[src/rtl/half_adder_pkg.sv]
// Shared constants for the registered half adder: default and maximum lane count.
package half_adder_pkg;

  localparam int HA_WIDTH_DEF = 1;
  localparam int HA_WIDTH_MAX = 64;

  function automatic bit ha_width_legal(input int w);
    return (w >= 1) && (w <= HA_WIDTH_MAX);
  endfunction

endpackage

[src/rtl/half_adder_cell.sv]
// One half-adder lane: purely combinational sum (XOR) and carry (AND).
module half_adder_cell (
  input  logic a,
  input  logic b,
  output logic s,
  output logic c
);

  assign s = a ^ b;
  assign c = a & b;

endmodule

[src/rtl/half_adder.sv]
// Registered, valid/ready half adder: WIDTH independent lanes, one-cycle latency,
// a single output register that sustains full throughput.
module half_adder
  import half_adder_pkg::*;
#(
  parameter int WIDTH = HA_WIDTH_DEF
) (
  input  logic             clk,
  input  logic             rst_n,
  input  logic             in_valid,
  output logic             in_ready,
  input  logic [WIDTH-1:0] a,
  input  logic [WIDTH-1:0] b,
  output logic             out_valid,
  input  logic             out_ready,
  output logic [WIDTH-1:0] sum,
  output logic [WIDTH-1:0] carry
);

  if (!ha_width_legal(WIDTH)) begin : g_width_check
    $error("half_adder: WIDTH=%0d outside 1..%0d", WIDTH, HA_WIDTH_MAX);
  end

  logic [WIDTH-1:0] sum_p0;
  logic [WIDTH-1:0] carry_p0;
  logic [WIDTH-1:0] sum_p1;
  logic [WIDTH-1:0] carry_p1;
  logic             vld_p1;
  logic             in_xfer;

  // Stage p0: combinational lane results from the operands
  for (genvar i = 0; i < WIDTH; i++) begin : g_lane
    half_adder_cell u_cell (
      .a (a[i]),
      .b (b[i]),
      .s (sum_p0[i]),
      .c (carry_p0[i])
    );
  end

  // The register may be refilled in the same cycle it is drained.
  assign in_ready = !vld_p1 || out_ready;
  assign in_xfer  = in_valid && in_ready;

  // Stage p1: output register; operands are only sampled on an input transfer
  always_ff @(posedge clk or negedge rst_n) begin
    if (!rst_n) begin
      vld_p1   <= 1'b0;
      sum_p1   <= '0;
      carry_p1 <= '0;
    end else if (in_xfer) begin
      vld_p1   <= 1'b1;
      sum_p1   <= sum_p0;
      carry_p1 <= carry_p0;
    end else if (out_ready) begin
      vld_p1   <= 1'b0;
    end
  end

  assign out_valid = vld_p1;
  assign sum       = sum_p1;
  assign carry     = carry_p1;

endmodule

[config.mk]
export PLATFORM = sky130hd
export DESIGN_NAME = half_adder
export DESIGN_NICKNAME = d
export VERILOG_FILES = /design/src/rtl/half_adder_pkg.sv /design/src/rtl/half_adder_cell.sv /design/src/rtl/half_adder.sv
export SDC_FILE = /design/constraint.sdc
export NUM_CORES = 1
export LEC_CHECK = 0
export ABC_CLOCK_PERIOD_IN_PS = 2000
export CORE_AREA = 2 2 39 41
export CTS_CLUSTER_SIZE = 20
export DETAILED_ROUTE_END_ITERATION = 7
export DIE_AREA = 0 0 41 43
export HOLD_SLACK_MARGIN = 0.15
export SYNTH_ARGS = -nofsm -noshare
export SYNTH_HDL_FRONTEND = slang
export SYNTH_HIERARCHICAL = 1
export SYNTH_SLANG_ARGS = --single-unit
[constraint.sdc]
create_clock -name clk -period 2 [get_ports clk]
set_input_delay 0.2 -clock clk [delete_from_list [all_inputs] [get_ports clk]]
set_output_delay 0.2 -clock clk [all_outputs]
set_load 0.005 [all_outputs]
After elaboration in Yosys (flattened, before gate mapping)
Cells that the tools add are included.
W data, S select, Z words.
{ "word_totals": {"memories": 0, "output_inout_bits": 4, "rom_bits": 0, "mem_bits_rw": 0, "latch_bits": 0, "word_cells": 11, "ff_bits": 3, "inputBits": 6} }
{ "classes": {"bitwise_logic": 2, "order_cmp": 0, "n_eq_ne": 0, "addsub": 0, "div_mod_pow": 0, "muxes": 2, "reduce_logical": 4, "n_mul": 0, "shifts": 0} }
{ "op_table": {"columns": ["cell", "n"], "rows": [
  ["$mux W1", 2],
  ["$reduce_bool A2 Y1", 1],
  ["$and A1 B1 Y1", 1],
  ["$logic_and A1 B1 Y1", 1],
  ["$logic_not A1 Y1", 1],
  ["$logic_or A1 B1 Y1", 1],
  ["$xor A1 B1 Y1", 1]
]} }

Depth between registers and ports, before layout
{ "depth": {"depth_word": 4, "ltp_mapped": 3, "ltp_nobuf": 3} }

Cells and area by module
Netlist, hierarchy kept.
{ "by_module_without_submodules": {"columns": ["module", "cells_each", "area_each_um2", "instances", "seq_area_each_um2"], "rows": [
  ["half_adder", 8, 132.6, 1, 75.1],
  ["half_adder_cell", 1, 12.5, 1, 0.0]
]} }

Worst setup path after synthesis
No wires, ideal clock.
{ "synth_path": {"path_kind": "register -> register", "from": "register vld_p1 (netlist: out_valid)", "to": "register carry_p1 (netlist: carry)", "stages_incl_launch_ff": 4, "setup_ns": 0.125, "synth_period_minus_slack_ns": 0.961, "arrival_ns": 0.835, "slack_ns": 1.039, "n_path_buf": 0, "required_ns": 1.875, "path_cell_list": "dfrtp_1 -> nand2b_4 -> nand2_2 -> mux2_4"} }
{ "synth_via": {"elab_chain_cells": 3} }
{ "synth_rtl": {"columns": ["element", "line_no", "source"], "rows": [
  ["start, declared", "half_adder.sv:28", "logic vld_p1;"],
  ["start signal, assigned", "half_adder.sv:48", "vld_p1 <= 1'b0;"],
  ["start signal, assigned", "half_adder.sv:52", "vld_p1 <= 1'b1;"],
  ["start signal, assigned", "half_adder.sv:56", "vld_p1 <= 1'b0;"],
  ["$logic_not A1 Y1", "half_adder.sv:42", "assign in_ready = !vld_p1 || out_ready;"],
  ["$logic_or A1 B1 Y1", "half_adder.sv:42", null],
  ["net in_ready", "half_adder.sv:11", "output logic in_ready,"],
  ["$logic_and A1 B1 Y1", "half_adder.sv:43", "assign in_xfer = in_valid && in_ready;"],
  ["end signal, assigned", "half_adder.sv:54", "carry_p1 <= carry_p0;"],
  ["end, declared", "half_adder.sv:27", "logic [WIDTH-1:0] carry_p1;"]
]} }
The timed path passes the listed nets, and every way through them passes these cells.
A chain may end at the register's enable or synchronous reset.

Worst setup path in the final report
{ "layout_path": {"from": "input out_ready", "to": "output in_ready"} }
{ "layout_via": {"elab_chain_cells": 1} }
{ "layout_rtl": {"columns": ["element", "line_no", "source"], "rows": [
  ["start, declared", "half_adder.sv:15", "input logic out_ready,"],
  ["$logic_or A1 B1 Y1", "half_adder.sv:42", null],
  ["end, declared", "half_adder.sv:11", null]
]} }
Every way passes these cells.

==> summary.md <==
| Metric | Value |
|---|---|
| Design area | `282 µm²` |
| CP endpoint kind | `primary output` |
| Hold Violations, Final | `0` |
| Share of the synthesized area in the top cell type | `51.7%` |
| Startpoint types | `input port` |
| Clock transition at path regs | `0.04 ns` |
| Initial antenna violation count | `0` |
| Clk sinks | `3` |
| Diodes inserted | `0` |
| Pins Over Slew Limit | `0` |
| Synth Area in Compound Gates | `0%` |
| CTS max path bufs | `2` |
| Share of layout cells above drive strength 1 | `31.8%` |
| Row count | `14` |
| Number of max-cap violations | `0` |
| Skew final | `0.000354 ns` |
| Leading area contributor after synthesis | `dfrtp_1` |
| Most frequent cells in the layout | `clkdlybuf4s50_1, dfrtp_1, clkbuf_4` |
| CTS Buf Count | `3` |
| Relative slew slack | `90.0%` |
| Vias in the first global route | `143` |
| Post-DR wirelength/cell | `10.3 µm` |
| Gate Count Post-Synth | `9` |
| Max VDD drop | `0.256 mV` |
| Post-placement cell area | `255 µm²` |
| Commonest non-fill, non-tap cell in the layout | `clkdlybuf4s50_1` |
| Min Clock Period, post-route | `1.49 ns` |
| Adder-Cell Fraction of Synth Area | `8.62%` |
| Critical Path AT | `1.29 ns` |
| Post-Syn Area | `145 µm²` |
| First-pass GRT wire length | `552 µm` |
| Hold_buf cts | `0` |
| Total number of vias | `123` |
| Via-to-Cell Ratio | `3.24` |
| # Post-CTS Setup Buffers | `0` |
| Synth-to-layout area growth | `94.0%` |
| Syn nets | `16` |
| Grt total ovfl | `0` |
| Worst-path fanout max | `3` |
| Synth Area in Simple Gates | `19.0%` |
| Final GP Congestion | `0.578` |
| ANT nets after route | `0` |
| NumNets Final | `30` |
| Setup TNS Final | `0 ns` |
| Unique masters post-synth | `6` |
| Tightest hold margin | `0.156 ns` |
| Fmax | `670 MHz` |
| Die area | `1760 µm²` |
| Status | `finished, final reports clean` |
| Critical path type | `input port to primary output` |
| Final Worst Setup Slack | `0.507 ns` |
| PD cells | `821 nW/µm²` |
| M2 GR Usage | `6.88%` |
| Core box area | `1380 µm²` |
| Multiplexer share of the synthesized area | `20.7%` |
| HP Class | `input port to asynchronous set/reset pin` |
| Drt initial violations | `0` |
| Initial core utilization | `10.5%` |
| H-tree levels | `1` |
| Chip height | `43 µm` |
| Port Buf Inserts | `9` |
| Die X | `41 µm` |
| DR DRC count | `0` |
| Leakage | `0.127 nW` |
| RSZ-0062 raised after global routing | `no` |
| Met1 usage | `4.53%` |
| Final setup viols | `0` |
| Xor/xnor share of the synthesized area | `0%` |
| Syn Area/Cell | `16.1 µm²` |
| Total GRT Usage | `5.33%` |
| PostCTS Resize Cnt | `0` |
| Worst-Skew Late Latency | `0.23 ns` |
| Top Ports | `10` |
| TritonRoute pass-1 iters | `1` |
| Final WL | `390 µm` |
| Largest cells by area after synthesis | `dfrtp_1, mux2_4, nand2b_4, ha_1, or2b_1` |
| Sequential fraction of the synthesis area | `51.7%` |
| Tcrit/Tclk final | `74.7%` |
| Root Driver | `clkbuf_4` |
| Placement Setup Slack | `0.502 ns` |
| Largest family of logic cells by synthesized area | `multiplexers` |
| GRT busiest layer | `met2` |
| Met3 Use GR | `4.19%` |
| Required time worst endpoint | `1.80 ns` |
| Flops & latches, synth | `3` |
| Worst-Margin Slew | `0.150 ns` |
| CTS tree | `done` |
| Yosys warnings | `6` |
| Largest net degree at the start of global routing | `4` |
-- routing by layer --
layer,up-vias,share of wire [%]
met5,-,0
met3,0,13
met4,0,0
met1,57,38
li1,56,-
met2,10,49
-- area by class of cell --
class                      instances  area [µm²]
multi-input combinational          6        70.1
clock buffer                       4        26.3
tap                               16        20.0
fill                             154        1100
sequential                         3        75.1
timing repair buffer               9        90.1
-- worst max-delay path, stage by stage --
cell,delay (ns)
clkdlybuf4s50_1,0.46
nand2b_4,0.13
clkdlybuf4s50_1,0.50
-- cell families after synthesis --
family        count (synthesis)
flops                         3
simple gates                  3
fa+ha+maj                     1
mux                           2
-- flip-flops by register name, summed over array words and instances, names as in the netlist --
| signal | count |
|---|---|
| carry | 1 |
| out_valid | 1 |
| sum | 1 |
-- worst paths after layout --
kind | start | endpoint | slack (ns) | depth (start not counted)
hold reg to reg | carry | carry | 0.52 | 1
setup / recovery | out_ready | in_ready | 0.51 | 3
setup reg to reg | out_valid | carry | 1.03 | 3
max in group asynchronous | rst_n | sum | 1.70 | 1
hold / removal | rst_n | out_valid | 0.16 | 1
min in group clk | carry | carry | 0.52 | 1
-- report_power, final --
group / switching [W] / internal [W]
Sequential: 0.00000544 / 0.0000690
Combinational: 0.0000134 / 0.0000371
Clock: 0.0000314 / 0.0000748
-- synthesized netlist by cell type --
cell	count
nand2b_4	1
dfrtp_1	3
or2b_1	1
nand2_2	1
ha_1	1
mux2_4	2
-- through the flow --
| step | total power [W] | utilization [%] | cells |
|---|---|---|---|
| floorplan | 0.0000925 | - | 9 |
| global placement | 0.000124 | 18.4 | 34 |
| detailed placement | 0.000127 | 18.4 | 34 |
| CTS | 0.000236 | 20.3 | 38 |
| global route | 0.000244 | 20.3 | 38 |
| finish | 0.000231 | 20.3 | 38 |
Note: power is estimated with default switching activity, not from simulation.
